`src/rtl/mode_counter.sv`:
```
// -----------------------------------------------------------------------------
// mode_counter
//   Parametrised up/down counter with configurable step and modulus, and a
//   choice of modular wrap or saturation at the limits. It has synchronous
//   load, a count enable, direction control, a terminal-count flag and a
//   one-cycle wrap flag.
//
// Parameters
//   WIDTH    counter width in bits
//   INCR     step per enabled cycle (1 <= INCR <= MAX_VAL)
//   MAX_VAL  inclusive upper count limit (MAX_VAL <= 2**WIDTH-1)
//   SATURATE 0 = modular wrap, 1 = clip at 0 / MAX_VAL
//
// Ports
//   clk      in   1      clock, rising edge
//   rst      in   1      asynchronous reset, active-high
//   en       in   1      count enable
//   up       in   1      direction: 1 = up, 0 = down
//   load     in   1      synchronous load of data_in (priority over en)
//   data_in  in   WIDTH  load value, clamped to MAX_VAL
//   out      out  WIDTH  registered count
//   tc       out  1      terminal count, combinational from out and up
//   wrap     out  1      registered flag: last update wrapped or clipped
//   wrap_cnt out  8      saturating count of wrap cycles
//                        (present only with MODE_COUNTER_WRAPCNT_EN)
//
// Configuration macro
//   MODE_COUNTER_WRAPCNT_EN  adds the wrap_cnt port and its counter
// -----------------------------------------------------------------------------
module mode_counter #(
    parameter int WIDTH    = 5,
    parameter int INCR     = 1,
    parameter int MAX_VAL  = 2**WIDTH-1,
    parameter int SATURATE = 0
) (
    input  logic             clk,
    input  logic             rst,
    input  logic             en,
    input  logic             up,
    input  logic             load,
    input  logic [WIDTH-1:0] data_in,
    output logic [WIDTH-1:0] out,
    output logic             tc,
    output logic             wrap
`ifdef MODE_COUNTER_WRAPCNT_EN
    ,
    output logic [7:0]       wrap_cnt
`endif
);

    // All arithmetic is carried at WIDTH+1 bits so out + INCR and
    // MAX_VAL + 1 never overflow.
    localparam logic [WIDTH:0] C_MAX  = (WIDTH+1)'(MAX_VAL);
    localparam logic [WIDTH:0] C_LIM  = (WIDTH+1)'(MAX_VAL + 1);
    localparam logic [WIDTH:0] C_INCR = (WIDTH+1)'(INCR);

    logic [WIDTH-1:0] r_out;
    logic             r_wrap;

    logic [WIDTH:0]   w_ext;
    logic [WIDTH:0]   w_sum;
    logic [WIDTH-1:0] w_up_wrap;
    logic [WIDTH-1:0] w_dn;
    logic [WIDTH-1:0] w_dn_wrap;
    logic [WIDTH-1:0] w_next;
    logic             w_wrap;

    assign w_ext     = {1'b0, r_out};
    assign w_sum     = w_ext + C_INCR;
    // Up overflow: only taken when w_sum > MAX_VAL, so the result is < INCR.
    assign w_up_wrap = WIDTH'(w_sum - C_LIM);
    assign w_dn      = WIDTH'(w_ext - C_INCR);
    // Down underflow: only taken when out < INCR, so (INCR - out) is positive
    // and the result stays below MAX_VAL+1.
    assign w_dn_wrap = WIDTH'(C_LIM - (C_INCR - w_ext));

    always_comb begin
        w_next = r_out;
        w_wrap = 1'b0;
        if (load) begin
            if ({1'b0, data_in} > C_MAX)
                w_next = C_MAX[WIDTH-1:0];
            else
                w_next = data_in;
        end else if (en) begin
            if (up) begin
                if (w_sum <= C_MAX) begin
                    w_next = w_sum[WIDTH-1:0];
                end else begin
                    w_wrap = 1'b1;
                    w_next = (SATURATE != 0) ? C_MAX[WIDTH-1:0] : w_up_wrap;
                end
            end else begin
                if (w_ext >= C_INCR) begin
                    w_next = w_dn;
                end else begin
                    w_wrap = 1'b1;
                    w_next = (SATURATE != 0) ? '0 : w_dn_wrap;
                end
            end
        end
    end

    always_ff @(posedge clk or posedge rst) begin
        if (rst) begin
            r_out  <= '0;
            r_wrap <= 1'b0;
        end else begin
            r_out  <= w_next;
            r_wrap <= w_wrap;
        end
    end

    assign out  = r_out;
    assign wrap = r_wrap;
    assign tc   = up ? (w_ext == C_MAX) : (r_out == '0);

`ifdef MODE_COUNTER_WRAPCNT_EN
    logic [7:0] r_wrap_cnt;

    // Counts on the same edge that sets wrap, so wrap_cnt and wrap agree.
    always_ff @(posedge clk or posedge rst) begin
        if (rst)
            r_wrap_cnt <= 8'd0;
        else if (load)
            r_wrap_cnt <= 8'd0;
        else if (w_wrap && (r_wrap_cnt != 8'hFF))
            r_wrap_cnt <= r_wrap_cnt + 8'd1;
    end

    assign wrap_cnt = r_wrap_cnt;
`endif

endmodule
```
`config.mk`:
```
export PLATFORM = sky130hd
export DESIGN_NAME = mode_counter
export DESIGN_NICKNAME = d
export VERILOG_FILES = /design/src/rtl/mode_counter.sv
export SDC_FILE = /design/constraint.sdc
export NUM_CORES = 1
export LEC_CHECK = 0
export ABC_AREA = 1
export CORE_AREA = 3 3 40 42
export DETAILED_ROUTE_END_ITERATION = 12
export DIE_AREA = 0 0 43 45
export PLACE_DENSITY = 0.68
export SETUP_SLACK_MARGIN = 0.2
export SYNTH_ARGS = -nofsm -noshare
export SYNTH_HDL_FRONTEND = slang
export SYNTH_SLANG_ARGS = --single-unit
```
`constraint.sdc`:
```
create_clock -name clk -period 3.6 [get_ports clk]
set_input_delay 0.9 -clock clk [delete_from_list [all_inputs] [get_ports clk]]
set_output_delay 0.9 -clock clk [all_outputs]
set_load 0.02 [all_outputs]
```
* After elaboration in Yosys (flattened, before gate mapping)
Index checks and enable logic that the tools add are counted.
** Cells by class
- Add/subtract/negate cells :: 5
- $lt $le $gt $ge :: 2
- Eq/ne operators :: 1
- Muxes and demuxes :: 11
- Reductions and logical operators :: 2
** Operators by type and width (count)
- two-way mux 5 bit :: 5
- subtractor 1 x 5 -> 5 bit (first input constant) :: 2
- subtractor 5 x 1 -> 5 bit (second input constant) :: 2
- adder 5 x 1 -> 6 bit (second input constant) :: 1
- <= comparator 6 x 5 -> 1 bit (second input constant) :: 1
- two-way mux 1 bit :: 6
- == test 5 bit (second input constant) :: 1
- >= comparator 5 x 1 -> 1 bit (second input constant) :: 1
- logical NOT 5 bit :: 1
- nonzero test 2 bit :: 1
** Storage, ports and cells
- Flip-flop bits (word level) :: 6
- Input bits :: 10
- Output and inout bits :: 7
- Word-level logic and storage cells :: 23

* Depth between registers and ports, before layout
Gate-level depths: netlist of run 1.
- Depth after elaboration :: 6
- Mapped depth :: 8
- Gate-level depth less buffers :: 8

* Least setup slack after synthesis of run 1
No wires, ideal clock.
- Path kind :: input port to output port
- Start point :: in up
- End point :: out tc
- Data arrival time :: 1319 ps
- Required time :: 2700 ps
- Setup slack :: 1381 ps
- Cell stages on the path :: 4
- Buffers on the path :: 0
- Path through :: inv_2 > nand2_2 > nor2_2 > a22o_2
** Between the ends
- Word-level cells in the longest chain between the ends :: 1
** RTL lines
- start: declaration :: RTL line 39 : input logic up,
- two-way mux 1 bit :: RTL line 116 : assign tc = up ? (w_ext == C_MAX) : (r_out == '0);
- end: declaration :: RTL line 43 : output logic tc,
No other way between the ends.

* Worst setup path in the final report of run 1
Ends and elaborated chain as after synthesis.

==> results of run 1 <==
cell type report:
cell class,count,area share [%]
Inverter,13,6.91
Timing Repair Buffer,16,23.0
Multi-Input combinational cell,57,42.9
Tap cell,15,2.66
Clock buffer,3,3.19
Sequential cell,6,21.3
metal layers:
metal  up-vias  share of wire (%)  global-route usage [%]
met5         -                  0                       0
met4         0               0.68                    5.42
met3         2                4.4                    4.78
met2        12                 54                    23.4
met1       235                 41                    15.4
li1        282                  -                       -
metrics by stage:
stage	util (%)	hold WS, ns	setup slack, ns	instances
after detailed placement	53.0	0.568	0.206	107
after global routing	54.9	0.613	0.484	110
final	54.9	0.578	0.565	110
after global placement	53.0	0.564	0.251	107
after floorplan	-	0.645	1.38	76
after CTS	54.7	0.579	0.208	110
power by group through the flow:
| stage | registers (mW) | logic (mW) | clock network (mW) |
|---|---|---|---|
| after floorplan | 0.0944 | 0.0431 | 0 |
| after global placement | 0.0879 | 0.0878 | 0 |
| after detailed placement | 0.0880 | 0.0885 | 0 |
| after CTS | 0.0870 | 0.0887 | 0.0636 |
| after global routing | 0.0892 | 0.0978 | 0.0657 |
| final | 0.0868 | 0.0877 | 0.0623 |
critical path: stages:
cell and delay, ns:
sky130_fd_sc_hd__dlymetal6s2s_1 0.19, sky130_fd_sc_hd__inv_2 0.13, sky130_fd_sc_hd__nand2_2 0.06, sky130_fd_sc_hd__nor2_2 0.12, sky130_fd_sc_hd__a22o_2 0.14, sky130_fd_sc_hd__clkdlybuf4s50_1 0.59
logic make-up after synthesis:
family,after synthesis
buffers and inverters,13
AOI/OAI and AO/OA,10
adders and majority gates,5
DFF,6
and+or+nand+nor,42
sequential cells by signal, summed over array words and instances (netlist names):
register,count
wrap,1
out,5
cells in the final DEF (no fill, tap or decap), types with 3 or more instances in the layout:
cell | netlist | routed
sky130_fd_sc_hd__a21oi_1 | 3 | 3
sky130_fd_sc_hd__clkbuf_4 | 0 | 3
sky130_fd_sc_hd__clkdlybuf4s50_1 | 0 | 15
sky130_fd_sc_hd__dfrtp_1 | 6 | 6
sky130_fd_sc_hd__ha_1 | 5 | 5
sky130_fd_sc_hd__inv_1 | 11 | 11
sky130_fd_sc_hd__nand2_1 | 22 | 22
sky130_fd_sc_hd__nand3_1 | 5 | 5
sky130_fd_sc_hd__nor2_1 | 10 | 10
sky130_fd_sc_hd__o21ai_0 | 3 | 3
Yosys cell counts:
cell type                  count
sky130_fd_sc_hd__a21oi_1       3
sky130_fd_sc_hd__a22o_2        1
sky130_fd_sc_hd__a22oi_1       2
sky130_fd_sc_hd__dfrtp_1       6
sky130_fd_sc_hd__ha_1          5
sky130_fd_sc_hd__inv_1        11
sky130_fd_sc_hd__inv_2         2
sky130_fd_sc_hd__nand2_1      22
sky130_fd_sc_hd__nand2_2       2
sky130_fd_sc_hd__nand3_1       5
sky130_fd_sc_hd__nand3b_1      1
sky130_fd_sc_hd__nand4_1       1
sky130_fd_sc_hd__nor2_1       10
sky130_fd_sc_hd__nor2_2        1
sky130_fd_sc_hd__o211ai_1      1
sky130_fd_sc_hd__o21ai_0       3
worst max-delay path by stage:
stage               endpoint  slack [ns]  cells past startpoint  start
finish                    tc        0.57                      6     up
global route              tc        0.48                      6     up
CTS                       tc        0.21                      6     up
detailed placement        tc        0.21                      6     up
global placement          tc        0.25                      6     up
floorplan                 tc        1.38                      4     up
==> results.txt, run 1 <==
- In this run the tightest slew margin relative to its limit is 75.4%.
- Floorplan die width: between 40 and 50 microns
- Summing the areas of all fa, ha and maj instances in the mapped netlist gives approximately an eighth of the synthesized area.
- The first global-routing pass estimated 1.92 mm of wire.
* Clock buffer depth: 2
- Floorplan Core Area: 0.00128 sq mm
- For this run, design rule violations remaining after detail routing come to 0.
* Count of instances resized after the clock tree is built: 0
* Category of the worst setup path capture point: primary output
- The smallest clock period supported by the final layout is computed as between 3 and 4 ns.
- Area grow syn2layout: 40.6%
- TritonCTS built the clock tree.
- Power per Cell Area: 336 mW/mm^2
- Placed wire-length estimate: 1.00 mm
* Via count: 531
* Max capacitance violation total: 0
- Synth Area in Compound Gates: 12.5%
* Count of boundary I/O pins: 17
* Post-DR wirelength/cell: between 10 and 15 microns
- By area the synthesized netlist is led by sky130_fd_sc_hd__dfrtp_1, sky130_fd_sc_hd__nand2_1, sky130_fd_sc_hd__ha_1.
- The worst hold path terminates at out[4]$_DFFE_PP0P_.
- Clock tree skew after final layout: approximately 0.0054 ns
* Die footprint: about 0.0019 sq mm
- Sum of negative setup slack: 0 ns
- Placed Area: 681 sq um
* CP Data Arrival Time: 2.13 ns
* Fraction of final layout cells with drive strength greater than 1: about a tenth
- In the routed layout, each cell is associated on average with a via count of ~4.8.
- From bottom edge to top edge, the die measures 45 microns.
- Global routing usage summed across all routing layers: a little over an eighth
- Final number of setup-violating endpoints: 0
- Yosys printed 0 warnings.
- Hold path startpoint: out[4]$_DFFE_PP0P_
- After synthesis, the netlist uses 16 different library cells.
* Number of port buffers: 16
- CTS Sinks: 6
- Summing the areas of all and, or, nand and nor instances in the mapped netlist gives 35.4% of the synthesized area.
- Internal: about 0.15 mW
- For this run the aggregate overflow at the end of global routing stands at 0.
- Syn Area/Cell: roughly 6.6 sq um
* Switching share of power: between 30% and 40%
- In the final layout, the multi-input gates occupy 303 sq um.
* Post-synthesis cell area: around 500 sq um
- RSZ-0062 raised after global routing: no
- The cell sitting at the root of the clock tree is a sky130_fd_sc_hd__clkbuf_4.
* Portion of the post-synthesis area used by sequential elements: between 20% and 30%
- Number of global-route vias before repair: about 460
- Tot Pwr: roughly 0.24 mW
* Worst slew pin tran: roughly 0.37 ns
- Area share of the leading cell type in the synthesized netlist: about 30%
* H-tree levels: 1
- Total count of hold-check failures in the final report: 0
* Number of clock buffers inserted by TritonCTS: 3
- The setup path with the least slack is of type input port to primary output.
- Cell type with the highest aggregate area in the netlist: sky130_fd_sc_hd__dfrtp_1
* Antenna violations before repair: 0
* Final GP Congestion: 0.742
- Total net switching power: approximately 0.084 mW
- The setup check on the worst reg-to-reg path leaves a slack of approximately 2.1 ns.
- The startpoint identified for the worst register-to-register timing path is out[0]$_DFFE_PP0P_.
- CTS clock-pin slew for the worst setup and hold paths: roughly 0.04 ns
* R2R cell count: 8
- Clock Power Share: between 20% and 30%
- VDD sags by at most between 150 and 200 uV.
- In this run, synthesis produced a sequential element count of 6.
- Register area: about 150 sq um
* Synthesized netlist net count: just over 90
* Critical-path maximum fanout: 7
- Result of the run: complete, no violations
- Final Cycle Share: 84.3%
- In this run, the number of DRC markers left after iteration 0 of detailed routing was 11.
- In this run the static leakage power is 0.371 nW.
- Endpoint of the most critical register-to-register path: out[4]$_DFFE_PP0P_
* Maximum achievable frequency: between 0.3 and 0.4 GHz
- Number of fill cells: between 100 and 150
- Nets: approximately 110
- Once the floorplan was initialized, standard cells occupied about 40% of the core.
- The count of final max-slew check failures came to 0.
- The number of antenna diodes in the final layout is 0.
- The clock reaches the later pin of the worst-skew pair after 0.25 ns.
* Number of buffers inserted by post-CTS setup repair: 0
- Standard-cell row count: 13
- Combinational Power Share: 37.0%
- Pin count of the biggest net entering global routing: 9
- Summing the areas of all xor and xnor instances in the mapped netlist gives 0% of the synthesized area.
- The final layout contains routed wiring with a total length of 1.18 mm.
- After clock tree synthesis, the flow added hold-fix buffers numbering 0.
* Required time worst endpoint: 2.70 ns
- Combinational family with the most area after synthesis: simple AND/OR/NAND/NOR gates
* Gate Count Post-Synth: between 70 and 80
* Mux cell area share after synthesis: 0%
* Share of power burned in registers: between 30% and 40%
- For this run, the detailed router's first-pass iteration total came to 4.
* Hold Crit Depth: 2
- Hold WC Path Type: flip-flop to flip-flop
- In this run the remaining antenna-violating nets after routing total 0.
- Worst Setup Start Kind: input port
- The finished cells cover just over 700 sq um.
Note: power is estimated with default switching activity, not from simulation.
==> run 2, diff against run 1 <==
- clock period: 3.6 -> 2.9 ns (I/O delays scaled with it)
==> results.txt, run 2 (same netlist as run 1, synthesis figures left out) <==
- Result of the run: complete, no violations
- Cell total after placement: between 100 and 150
* Global routing usage summed across all routing layers: around 16%
* Clock buffer depth: 2
- Via count: 545
- Number of buffers inserted by post-CTS setup repair: 0
- Classification of the worst setup path: input port to primary output
* Relative slew margins: between 70 and 80%
- Hold WC Path Type: flip-flop to flip-flop
* Placed Area: approximately 700 sq um
- Data on the critical path arrives at its endpoint at roughly 1.9 ns.
- The number of gates resized after CTS was 1.
- Post-route standard cell area excluding fillers: 724 sq um
* Maximum achievable frequency: 0.379 GHz
- TritonCTS built the clock tree.
* Fin cells: 113
* Post-DR wirelength/cell: 11.6 microns
- The via count of the first global-routing pass was 515.
- Fraction of final layout cells with drive strength greater than 1: 12.2%
* Antenna cell count: 0
* CTS clock-pin slew for the worst setup and hold paths: 0.05 ns
- Initial cell density of the core: just under 40%
- Clock latency at the later pin of the worst-skew pair: roughly 0.24 ns
- Leaving out fill and tap cells, the most frequent cell in the layout is sky130_fd_sc_hd__nand2_1.
- In this run the number of H-tree levels came out at 1.
- For this design, the sink count on the clock tree is 6.
* Number of optimization iterations in the first detailed-route pass: 2
* Max capacitance violation total: 0
* Worst Setup Start Kind: input port
* Iteration-0 DRC count of the detailed router: 6
- The multi-input combinational cells in the finished layout cover a total of 303 sq um.
- Across the VDD grid, the largest voltage drop is around 230 uV.
- The worst setup path is captured at a primary output.
- First-pass GRT wire length: ~2.2 mm
- Setup total negative slack on the finished layout was measured at 0 ns.
- Clock tree skew after final layout: between 0.0015 and 0.002 ns
* Placed wire-length estimate: ~1.1 mm
- Switching share of power: approximately 36%
* Total net switching power: 0.107 mW
- Leaving out fill and tap cells, the most frequent cells in the layout are sky130_fd_sc_hd__nand2_1, sky130_fd_sc_hd__clkdlybuf4s50_1, sky130_fd_sc_hd__inv_1.
- Final worst hold slack: about 0.6 ns
- Entering global routing, the biggest net connects 9 pins.
- The count of buffers added on input and output ports is 16.
* Count of boundary I/O pins: 17
- Total count of hold-check failures in the final report: 0
- Routability-driven placement finished with a final weighted congestion of ~0.77.
- Setup violations remaining at the end of the flow were counted as 0.
- Required time worst endpoint: around 2.2 ns
- In the final layout, flip-flops and latches occupy ~150 sq um.
- Combinational Power Share: between 30% and 40%
* Standard-cell row count: 13
* Leakage component of the power: 0.381 nW
* Antenna violations before repair: 0
- In the routed design, unresolved DRC markers number 0.
- In this run the worst path has a maximum fanout of 3.
- Setup repair after global routing left no endpoint under its margin.
- Once detail routing completed, the nets flagged for antenna violations numbered 0.
* Shortest period the worst path allows: 2.64 ns
- Final wirelength: 1.31 mm
* Number of clock buffers inserted by TritonCTS: 3
- After detailed routing, the number of vias per cell comes to 4.82.
* Number of max-slew violations in the final report: 0
* Internal: around 0.19 mW
* Overflow left after global routing: 0
- Die footprint: roughly 0.0019 sq mm
- Max reg flops: 5
- The final critical path takes up 90.9% of the cycle.
* Floorplan die width: 43 microns
* Area grow syn2layout: 44.4%
- In this run the power density over the cells is just over 400 mW/mm^2.
- Tot Pwr: between 0.2 and 0.3 mW
- After filler insertion, the fill cell instance count of the layout stands at between 100 and 150.
* Nets: approximately 120
* Worst slew pin tran: 0.384 ns
- CTS Hold Bufs: 0
- Clock Power Share: a little over a quarter
- Root buffer selected by CTS: sky130_fd_sc_hd__clkbuf_4
* Die extent in y: ~45 microns
- Floorplan Core Area: 0.00128 sq mm
* Share of power burned in registers: a little over a third
## run 2: metrics by stage
step                setup WS (ns)  util, %
floorplan                   0.884        -
global placement           0.0704     54.7
detailed placement       -0.00302     54.7
CTS                         0.256     56.4
global route                0.212     56.4
finish                      0.262     56.4
## run 2: final cells by class
| class | instances | area share [%] |
|---|---|---|
| clock buffer | 3 | 3.11 |
| inverter | 13 | 6.74 |
| multi-input combinational | 57 | 41.8 |
| sequential | 6 | 20.7 |
| tap | 15 | 2.59 |
| timing repair buffer | 19 | 25.0 |
## run 2: power groups by stage
stage               Clock, mW  Sequential, mW  Combinational (mW)
global placement            0           0.109               0.110
global route           0.0879           0.111               0.127
floorplan                   0           0.117              0.0535
finish                 0.0784           0.108               0.113
detailed placement          0           0.109               0.114
CTS                    0.0810           0.108               0.113
## run 2: worst max-delay path: stages
cell and delay (ns):
sky130_fd_sc_hd__clkdlybuf4s50_1 0.51, sky130_fd_sc_hd__inv_2 0.05, sky130_fd_sc_hd__nand2_2 0.06, sky130_fd_sc_hd__nor2_2 0.04
sky130_fd_sc_hd__a22o_2 0.20, sky130_fd_sc_hd__dlygate4sd2_1 0.32
## run 2: final timing paths
check                              startpoint                 end  slack (ns)  cells after the start
setup / recovery                           up                  tc        0.26                      6
hold / removal             out[4]$_DFFE_PP0P_  out[4]$_DFFE_PP0P_        0.59                      2
setup reg to reg           out[0]$_DFFE_PP0P_  out[4]$_DFFE_PP0P_        1.40                      8
hold reg to reg            out[4]$_DFFE_PP0P_  out[4]$_DFFE_PP0P_        0.59                      2
max in group asynchronous                 rst  out[2]$_DFFE_PP0P_        2.00                      2
min in group asynchronous                 rst  out[4]$_DFFE_PP0P_        0.70                      2
## run 2: metal layers
| metal | routed length, microns | up-vias | track usage, % | part of all wire (%) |
|---|---|---|---|---|
| li1 | - | 286 | - | - |
| met1 | 549 | 245 | 17.8 | 42 |
| met2 | 700 | 12 | 26.9 | 53 |
| met3 | 55 | 2 | 7.97 | 4.2 |
| met4 | 9 | 0 | 2.41 | 0.68 |
| met5 | 0 | - | 0 | 0 |
